## src/rtl/kl_req_arb.sv

```systemverilog
// Two-master KLink arbiter and response router in front of the MLink transceiver.
// Define KL_REQ_ARB_RR_EN for round-robin arbitration; fixed priority (m0 first) otherwise.
module kl_req_arb #(
  parameter int unsigned MAX_OUTSTANDING = 4
) (
  input  logic        clk,
  input  logic        rst_n,
  input  logic [31:0] m0_req_addr,
  input  logic        m0_req_den,
  input  logic [63:0] m0_req_data,
  input  logic [2:0]  m0_req_size,
  input  logic [3:0]  m0_req_tag,
  input  logic        m0_req_valid,
  output logic        m0_req_ready,
  output logic [31:0] m0_rsp_addr,
  output logic [63:0] m0_rsp_data,
  output logic        m0_rsp_den,
  output logic [2:0]  m0_rsp_size,
  output logic [3:0]  m0_rsp_tag,
  output logic        m0_rsp_valid,
  input  logic        m0_rsp_ready,
  input  logic [31:0] m1_req_addr,
  input  logic        m1_req_den,
  input  logic [63:0] m1_req_data,
  input  logic [2:0]  m1_req_size,
  input  logic [3:0]  m1_req_tag,
  input  logic        m1_req_valid,
  output logic        m1_req_ready,
  output logic [31:0] m1_rsp_addr,
  output logic [63:0] m1_rsp_data,
  output logic        m1_rsp_den,
  output logic [2:0]  m1_rsp_size,
  output logic [3:0]  m1_rsp_tag,
  output logic        m1_rsp_valid,
  input  logic        m1_rsp_ready,
  output logic [31:0] kl_tx_addr,
  output logic        kl_tx_den,
  output logic [63:0] kl_tx_data,
  output logic [2:0]  kl_tx_size,
  output logic [4:0]  kl_tx_id,
  output logic        kl_tx_valid,
  input  logic        kl_tx_ready,
  input  logic [31:0] kl_rx_addr,
  input  logic [63:0] kl_rx_data,
  input  logic        kl_rx_den,
  input  logic [2:0]  kl_rx_size,
  input  logic [4:0]  kl_rx_id,
  input  logic        kl_rx_valid,
  output logic        kl_rx_ready,
  output logic        err_unexp
);

  localparam logic T_IDLE  = 1'b0;
  localparam logic T_BURST = 1'b1;
  localparam logic R_IDLE  = 1'b0;
  localparam logic R_BURST = 1'b1;
  localparam logic [3:0] MAX_CNT = 4'(MAX_OUTSTANDING);

  function automatic logic [4:0] beat_count(input logic den, input logic [2:0] size);
    logic [4:0] b;
    b = 5'd1;
    if (den && (size > 3'd3)) b = 5'd1 << (size - 3'd3);
    return b;
  endfunction

  // Returns {unexpected_completion, next_count}.
  function automatic logic [4:0] cnt_next(input logic [3:0] cnt, input logic inc, input logic dec);
    logic [4:0] r;
    r = {1'b0, cnt};
    if (inc && !dec) r = {1'b0, cnt + 4'd1};
    else if (dec && !inc) r = (cnt == '0) ? {1'b1, 4'd0} : {1'b0, cnt - 4'd1};
    return r;
  endfunction

  logic       tx_state;
  logic       tx_lock;
  logic [4:0] tx_cnt;
  logic       rx_state;
  logic       rx_lock;
  logic [4:0] rx_cnt;
  logic [3:0] out0_cnt;
  logic [3:0] out1_cnt;
  logic       hold_vld;
  logic       hold_idx;
  logic       err_q;

  logic       elig0, elig1;
  logic       arb_idx, arb_any;
  logic       tx_sel, tx_act;
  logic       sel_valid;
  logic       tx_fire, tx_first;
  logic [4:0] tx_beats;
  logic       rx_tgt, rx_fire, rx_last;
  logic [4:0] rx_beats;
  logic       inc0, inc1, dec0, dec1;
  logic [4:0] nxt0, nxt1;

  assign elig0 = m0_req_valid && (out0_cnt < MAX_CNT);
  assign elig1 = m1_req_valid && (out1_cnt < MAX_CNT);
  assign arb_any = elig0 || elig1;

`ifdef KL_REQ_ARB_RR_EN
  logic rr_ptr;

  always_comb begin
    arb_idx = 1'b0;
    if (elig0 && elig1) arb_idx = rr_ptr;
    else                arb_idx = elig1;
  end

  always_ff @(posedge clk or negedge rst_n) begin
    if (!rst_n)        rr_ptr <= 1'b0;
    else if (tx_first) rr_ptr <= ~tx_sel;
  end
`else
  always_comb begin
    arb_idx = 1'b0;
    if (!elig0) arb_idx = elig1;
  end
`endif

  // A beat offered but not accepted is held to the same master even if
  // the other master becomes eligible in the meantime.
  always_comb begin
    tx_sel = 1'b0;
    tx_act = 1'b0;
    if (tx_state == T_BURST) begin
      tx_sel = tx_lock;
      tx_act = 1'b1;
    end else if (hold_vld && (hold_idx ? m1_req_valid : m0_req_valid)) begin
      tx_sel = hold_idx;
      tx_act = 1'b1;
    end else begin
      tx_sel = arb_idx;
      tx_act = arb_any;
    end
  end

  assign sel_valid   = tx_sel ? m1_req_valid : m0_req_valid;
  assign kl_tx_valid = tx_act && sel_valid;
  assign kl_tx_addr  = tx_sel ? m1_req_addr : m0_req_addr;
  assign kl_tx_den   = tx_sel ? m1_req_den  : m0_req_den;
  assign kl_tx_data  = tx_sel ? m1_req_data : m0_req_data;
  assign kl_tx_size  = tx_sel ? m1_req_size : m0_req_size;
  assign kl_tx_id    = {tx_sel, (tx_sel ? m1_req_tag : m0_req_tag)};
  assign m0_req_ready = tx_act && !tx_sel && kl_tx_ready;
  assign m1_req_ready = tx_act &&  tx_sel && kl_tx_ready;

  assign tx_fire  = kl_tx_valid && kl_tx_ready;
  assign tx_first = tx_fire && (tx_state == T_IDLE);
  assign tx_beats = beat_count(kl_tx_den, kl_tx_size);
  assign inc0     = tx_first && !tx_sel;
  assign inc1     = tx_first &&  tx_sel;

  always_ff @(posedge clk or negedge rst_n) begin
    if (!rst_n) begin
      tx_state <= T_IDLE;
      tx_lock  <= 1'b0;
      tx_cnt   <= '0;
      hold_vld <= 1'b0;
      hold_idx <= 1'b0;
    end else begin
      hold_vld <= (tx_state == T_IDLE) && kl_tx_valid && !kl_tx_ready;
      hold_idx <= tx_sel;
      if (tx_state == T_IDLE) begin
        if (tx_first && (tx_beats != 5'd1)) begin
          tx_state <= T_BURST;
          tx_lock  <= tx_sel;
          tx_cnt   <= tx_beats - 5'd1;
        end
      end else if (tx_fire) begin
        if (tx_cnt == 5'd1) tx_state <= T_IDLE;
        tx_cnt <= tx_cnt - 5'd1;
      end
    end
  end

  assign rx_tgt       = (rx_state == R_BURST) ? rx_lock : kl_rx_id[4];
  assign m0_rsp_valid = kl_rx_valid && !rx_tgt;
  assign m1_rsp_valid = kl_rx_valid &&  rx_tgt;
  assign kl_rx_ready  = rx_tgt ? m1_rsp_ready : m0_rsp_ready;

  assign m0_rsp_addr = kl_rx_addr;
  assign m0_rsp_data = kl_rx_data;
  assign m0_rsp_den  = kl_rx_den;
  assign m0_rsp_size = kl_rx_size;
  assign m0_rsp_tag  = kl_rx_id[3:0];
  assign m1_rsp_addr = kl_rx_addr;
  assign m1_rsp_data = kl_rx_data;
  assign m1_rsp_den  = kl_rx_den;
  assign m1_rsp_size = kl_rx_size;
  assign m1_rsp_tag  = kl_rx_id[3:0];

  assign rx_fire  = kl_rx_valid && kl_rx_ready;
  assign rx_beats = beat_count(kl_rx_den, kl_rx_size);
  assign rx_last  = rx_fire && ((rx_state == R_IDLE) ? (rx_beats == 5'd1) : (rx_cnt == 5'd1));
  assign dec0     = rx_last && !rx_tgt;
  assign dec1     = rx_last &&  rx_tgt;

  always_ff @(posedge clk or negedge rst_n) begin
    if (!rst_n) begin
      rx_state <= R_IDLE;
      rx_lock  <= 1'b0;
      rx_cnt   <= '0;
    end else if (rx_state == R_IDLE) begin
      if (rx_fire && (rx_beats != 5'd1)) begin
        rx_state <= R_BURST;
        rx_lock  <= rx_tgt;
        rx_cnt   <= rx_beats - 5'd1;
      end
    end else if (rx_fire) begin
      if (rx_cnt == 5'd1) rx_state <= R_IDLE;
      rx_cnt <= rx_cnt - 5'd1;
    end
  end

  always_comb begin
    nxt0 = cnt_next(out0_cnt, inc0, dec0);
    nxt1 = cnt_next(out1_cnt, inc1, dec1);
  end

  always_ff @(posedge clk or negedge rst_n) begin
    if (!rst_n) begin
      out0_cnt <= '0;
      out1_cnt <= '0;
      err_q    <= 1'b0;
    end else begin
      out0_cnt <= nxt0[3:0];
      out1_cnt <= nxt1[3:0];
      err_q    <= err_q | nxt0[4] | nxt1[4];
    end
  end

  assign err_unexp = err_q;

endmodule
```

## config.mk

```make
export PLATFORM = sky130hd
export DESIGN_NAME = kl_req_arb
export DESIGN_NICKNAME = d
export VERILOG_FILES = /design/src/rtl/kl_req_arb.sv
export SDC_FILE = /design/constraint.sdc
export NUM_CORES = 1
export LEC_CHECK = 0
export ABC_CLOCK_PERIOD_IN_PS = 9200
export CAP_MARGIN = 20
export CORE_AREA = 10 10 243 245
export DETAILED_ROUTE_END_ITERATION = 10
export DIE_AREA = 0 0 253 255
export GPL_ROUTABILITY_DRIVEN = 0
export PLACE_DENSITY = 0.45
export SYNTH_ARGS = -nofsm -noshare
export SYNTH_HDL_FRONTEND = slang
export SYNTH_SLANG_ARGS = --single-unit
```

## constraint.sdc

```tcl
create_clock -name clk -period 9.2 [get_ports clk]
set_input_delay 1.38 -clock clk [delete_from_list [all_inputs] [get_ports clk]]
set_output_delay 1.38 -clock clk [all_outputs]
set_load 0.01 [all_outputs]
```

==> results of run 1 <==
## power groups by stage
stage	sequential (mW)	combinational, mW	clock [mW]
floorplan	0.191	0.840	0
global placement	0.213	1.31	0
detailed placement	0.214	1.32	0
CTS	0.211	1.33	0.104
global route	0.220	1.41	0.108
finish	0.212	1.30	0.101
## registers in the layout (all words and copies together) (netlist names), 4 cells and up
name      cells
out0_cnt      4
out1_cnt      4
rx_cnt        5
tx_cnt        5
## logic make-up after synthesis
family,after synthesis
flip-flops,25
buffers and inverters,251
adder cells (fa/ha/maj),19
XOR/XNOR,2
AND/OR/NAND/NOR,107
multiplexers,113
AO/OA/AOI/OAI,67
## cell type report
| type | count | area, µm² |
|---|---|---|
| fillers | 6123 | 46700 |
| well taps | 704 | 881 |
| clock buffers | 3 | 75.1 |
| diodes | 2 | 5.00 |
| flip-flops and latches | 25 | 626 |
| repair buffers | 342 | 3420 |
| multi-input cells | 308 | 2670 |
| inverters | 24 | 91.3 |
| clock inverters | 1 | 7.51 |
## per-layer routing
| layer | part of all wire | up-vias | global-route usage |
|---|---|---|---|
| met1 | 0.35 | 2050 | 0.102 |
| met2 | 0.39 | 487 | 0.132 |
| li1 | - | 2047 | - |
| met3 | 0.24 | 54 | 0.110 |
| met4 | 0.012 | 32 | 0.00981 |
| met5 | 0.012 | - | 0.0355 |
## final timing paths
kind,start,to,depth (start not counted)
setup / recovery,m1_req_valid,kl_tx_id[2],7
hold / removal,out1_cnt[3],out1_cnt[3],1
setup reg to reg,tx_state,tx_cnt[0],13
hold reg to reg,out1_cnt[3],out1_cnt[3],1
max in group asynchronous,rst_n,rx_cnt[0],2
min in group asynchronous,rst_n,out1_cnt[3],2
## cells in the mapped netlist (all sizes together), types with 2 or more instances
cell | n | share of area
and2 | 6 | 0.0079
or2 | 4 | 0.0049
o21ai | 12 | 0.012
dfrtp | 25 | 0.12
o21a | 2 | 0.0030
nor3 | 7 | 0.0069
nand3 | 12 | 0.012
ha | 19 | 0.047
xor2 | 2 | 0.0035
or3b | 2 | 0.0035
a31oi | 3 | 0.0037
nor2 | 17 | 0.013
a21o | 2 | 0.0030
nor2b | 10 | 0.012
buf | 223 | 0.33
and3 | 2 | 0.0025
mux2i | 4 | 0.0079
nor4b | 2 | 0.0035
nand2b | 6 | 0.0074
o211ai | 3 | 0.0072
nand2 | 22 | 0.018
clkbuf | 4 | 0.0030
a22oi | 2 | 0.0030
a211oi | 2 | 0.0030
nand4 | 8 | 0.0099
a221oi | 5 | 0.0086
inv | 23 | 0.017
a21oi | 18 | 0.018
o31ai | 7 | 0.010
nor3b | 4 | 0.0059
mux2 | 109 | 0.26
## critical path: cells and delay by family
| family | cells | cell delay [ps] |
|---|---|---|
| buf+inv | 3 | 1720 |
| simple gates | 3 | 1360 |
| mux | 1 | 390 |
## per-stage QoR
step | area (µm²) | hold WS (ps) | worst slack (ps) | power, mW | instances
after detailed placement | 7690 | 479 | 2840 | 1.53 | 1403
after global routing | 7770 | 516 | 2740 | 1.74 | 1407
after floorplan | 5070 | 465 | 4680 | 1.03 | 584
after global placement | 7690 | 480 | 2870 | 1.53 | 1403
after CTS | 7770 | 499 | 2850 | 1.64 | 1407
final | 7780 | 494 | 2910 | 1.62 | 1409
==> results.cfg, run 1 <==
[placed_design]
hpwl_mm = 31.5
port_buffers = 340

[pwr]
static-leakage-power_nw = 2.83
p_comb_frac = 0.806
p_sw_frac = 0.417
p_sw_mw = 0.674
ir_worst_vdd_mv = 0.0966
clockPowerShare = 0.062
p_int_mw = 0.943
p_per_area_nw_per_um2 = 208
p_seq_frac = 0.131

[logic_synthesis]
synth_cells = 584
synth_top_family_by_area = buffers and inverters
synth-simple-area-share = 0.119
syn_nets = 924
syn-cell-area_um2 = 5070
synth_compound_area_frac = 0.0943
syn_area_per_cell_um2 = 8.68
synth_warnings = 0
synth_xor_area_frac = 0.00346
synth_cell_types = 56
synth_enable_flop_cells = 0
yosysSeqAreaShare = 0.123
synthArstFlopShare = 1.00
ys.flop_type = dfrtp_1
synth-adder-area-share = 0.0469
synth.area.mux_share = 0.264
synth-seq-cells = 25

[cells_and_area]
area_delta_synth_final_pct = 53.4
final_cell_mix = clkdlybuf4s50_1, mux2_2, dfrtp_1, inv_1, nand2_1
fin_nets = 1044
final_util = 0.143
drive_gt1_frac = 0.183
mostFrequentLayoutCell = clkdlybuf4s50_1

[cts]
clkTransAtPathRegs_ps = 70
hold_buffers = 0
cts_buffer_depth = 2
h-tree-depth = 1
cts_tree = done
clock-root-buffer = clkbuf_16
cts_inserted_buffers = 3
insertion_delay_ps = 260
cts_setup_buffers = 0
clock_sinks = 25
cts-resized-gates = 0

[sta]
finalCriticalPeriod_ps = 6290
clock-skew-final_ps = 7.94
tightestPinTransition_ps = 851
period_share = 0.684
max_slew_margin = 0.433
slew_viol_final = 0
rsz0062_at_grt = no
tns_ps = 0
max_freq_mhz = 159
finalHoldViolCount = 0
setup_viol = 0

[critical_path]
cp-end-kind = output pin
critPathKind = input pin to output pin
critPathLaunchType = input pin
cp_cell_sequence = clkdlybuf4s50_1 -> or3b_1 -> or4b_4 -> and2_4 -> buf_4 -> mux2_4 -> clkdlybuf4s50_1
slowest_stage = clkdlybuf4s50_1
crit_top_cell = clkdlybuf4s50_1
arrival_ps = 4910
r2r_slack_ps = 5090
cp_data_required_time_ps = 7820
slowest_delay_ps = 640
path_max_fanout = 58

[global_routing]
grt_max_degree = 59
grt_pass1_vias = 4752
grt.overflow.total = 0
grt_antenna_before_repair = 19
grt_use_total = 0.0987
grt_first_pass_wirelength_mm = 43.8

[routing]
postRouteAntennaNets = 0
vias = 4670
routed_wl_mm = 35.3
drc = 0
drt-initial-drc-count = 265
via_per_inst = 3.31
drt_pass1_iterations = 5
wire_per_inst_um = 25.1

[die]
design.die.area_um2 = 64500
rows = 86
die_y_um = 255
design.core.area_um2 = 54400
start_util = 0.0931
io_pins = 641
die_w_um = 253

[min_path]
hold_class = flop to flop

[status]
status = finished clean

[run]
drv_cap = 0
No activity file was read; power rests on OpenSTA's default activity.
==> run 2, diff against run 1 <==
==> config.mk (replaced) <==
export PLATFORM = sky130hd
export DESIGN_NAME = kl_req_arb
export DESIGN_NICKNAME = d
export VERILOG_FILES = /design/src/rtl/kl_req_arb.sv
export SDC_FILE = /design/constraint.sdc
export NUM_CORES = 1
export LEC_CHECK = 0
export ABC_CLOCK_PERIOD_IN_PS = 5260
export CAP_MARGIN = 20
export CORE_AREA = 10 10 238 240
export DETAILED_ROUTE_END_ITERATION = 10
export DIE_AREA = 0 0 248 250
export GPL_ROUTABILITY_DRIVEN = 0
export PLACE_DENSITY = 0.47
export SYNTH_ARGS = -nofsm -noshare
export SYNTH_HDL_FRONTEND = slang
export SYNTH_SLANG_ARGS = --single-unit
==> constraint.sdc (replaced) <==
create_clock -name clk -period 5.26 [get_ports clk]
set_input_delay 0.789 -clock clk [delete_from_list [all_inputs] [get_ports clk]]
set_output_delay 0.789 -clock clk [all_outputs]
set_load 0.01 [all_outputs]
==> run 2 against run 1 <==
Hold slack improved by 13 ps. Sequential power up 75%. Routed wire length fell by 8.3%. Critical path type unchanged. Largest power group unchanged. Clock-buffer cell count is the same. Design area increased by 0.19%. Setup slack lost 2300 ps. Sequential share of layout area hardly changed. First-iteration DRC count is 38% lower. Power increased by 75%. Critical path depth unchanged. Utilization grew 0.69 points. Combinational power increased by 75%.
==> results.cfg, run 2 (synthesis gave the netlist of run 1 again) <==
[cts]
cts_inserted_buffers = 3
h-tree-depth = 1
cts_buffer_depth = 2
clock_sinks = 25
cts_setup_buffers = 0
clock-root-buffer = clkbuf_16
cts_tree = done
cts-resized-gates = 0
clkTransAtPathRegs_ps = 70
hold_buffers = 0
insertion_delay_ps = 260

[critical_path]
cp-end-kind = output pin
arrival_ps = 3870
critPathLaunchType = input pin
path_max_fanout = 46
critPathKind = input pin to output pin
r2r_slack_ps = 1400
cp_data_required_time_ps = 4470
reg2reg_depth = 13

[sta]
max_slew_margin = 0.534
tns_ps = 0
rsz0062_at_grt = no
setup_viol = 0
finalHoldViolCount = 0
holdWs_ps = 507
tightestPinTransition_ps = 698
clock-skew-final_ps = 6.10
finalCriticalPeriod_ps = 4650
slew_viol_final = 0
max_freq_mhz = 215
period_share = 0.885

[status]
status = finished clean

[global_routing]
grt_pass1_vias = 4794
grt_max_degree = 47
grt.overflow.total = 0
grt_use_total = 0.0945
grt_antenna_before_repair = 14
grt_first_pass_wirelength_mm = 41.2

[cells_and_area]
mostFrequentLayoutCell = clkdlybuf4s50_1
fin_nets = 1047
fillers = 5873
drive_gt1_frac = 0.187
area_delta_synth_final_pct = 53.7
seqCellArea_um2 = 626
final_cell_mix = clkdlybuf4s50_1, mux2_2, dfrtp_1, inv_1, nand2_1
reg_top3 = rx_cnt: 5 flops, tx_cnt: 5 flops
multi_input_area_um2 = 2670
fin_cells = 1396

[placed_design]
dpl.cell_count = 1390
port_buffers = 340
hpwl_mm = 29.1

[die]
rows = 84
design.die.area_um2 = 62000
start_util = 0.0975
io_pins = 641
die_y_um = 250
die_w_um = 248
design.core.area_um2 = 52000

[routing]
postRouteAntennaNets = 0
drt-initial-drc-count = 165
via_per_inst = 3.35
routed_wl_mm = 32.4
drt_pass1_iterations = 5
vias = 4671
drc = 0
wire_per_inst_um = 23.2

[run]
drv_cap = 0

[pwr]
ir_worst_vdd_mv = 0.177
static-leakage-power_nw = 2.85
p_per_area_nw_per_um2 = 364
finalPower_mw = 2.83

[min_path]
hold_class = flop to flop
min_delay_path_depth = 1
## run 2: cell types whose count changed in the layout (fill, tap and decap cells not counted)
cell	change
buf_4	+2
buf_12	+1
## run 2: report_power, final
group | leakage (nW) | switching [mW] | total (mW) | internal (mW)
clock network | 0.0371 | 0.0743 | 0.178 | 0.103
logic | 2.50 | 0.983 | 2.28 | 1.30
registers | 0.314 | 0.103 | 0.372 | 0.269
total | 2.85 | 1.16 | 2.83 | 1.67
## run 2: stage by stage
step / worst slack (ps) / util / area, µm²
after floorplan: 1440 / - / 5070
after global placement: 603 / 0.148 / 7700
after detailed placement: 519 / 0.148 / 7700
after CTS: 588 / 0.150 / 7790
after global routing: 262 / 0.150 / 7790
final: 605 / 0.150 / 7790
## run 2: path summary, 6_finish.rpt
check                              end    startpoint
max                        kl_tx_id[1]  m1_req_valid
min                            rx_lock       rx_lock
max reg2reg                  tx_cnt[0]      tx_state
min reg2reg                    rx_lock       rx_lock
max in group asynchronous     rx_state         rst_n
min in group asynchronous    rx_cnt[2]         rst_n
## run 2: final cells by class
class | count | share of cell area
sequential | 25 | 0.0803
inverter | 24 | 0.0117
tap | 688 | 0.110
clock inverter | 1 | 0.000963
clock buffer | 3 | 0.00963
timing repair buffer | 345 | 0.443
multi-input combinational | 308 | 0.343
antenna | 2 | 0.000642
## run 2: critical path, cell delays in order
cell,delay [ps]
clkdlybuf4s50_1,570
or3b_1,370
or4b_4,550
and2_4,370
buf_4,320
mux2_4,320
clkdlybuf4s50_1,530
## run 2: metal layers
layer / vias to the layer above / GRT usage / share of wire
met4: 24 / 0.00871 / 0.0040
li1: 2055 / - / -
met1: 2105 / 0.113 / 0.40
met2: 449 / 0.126 / 0.38
met5: - / 0.0180 / 0.0078
met3: 38 / 0.0822 / 0.21
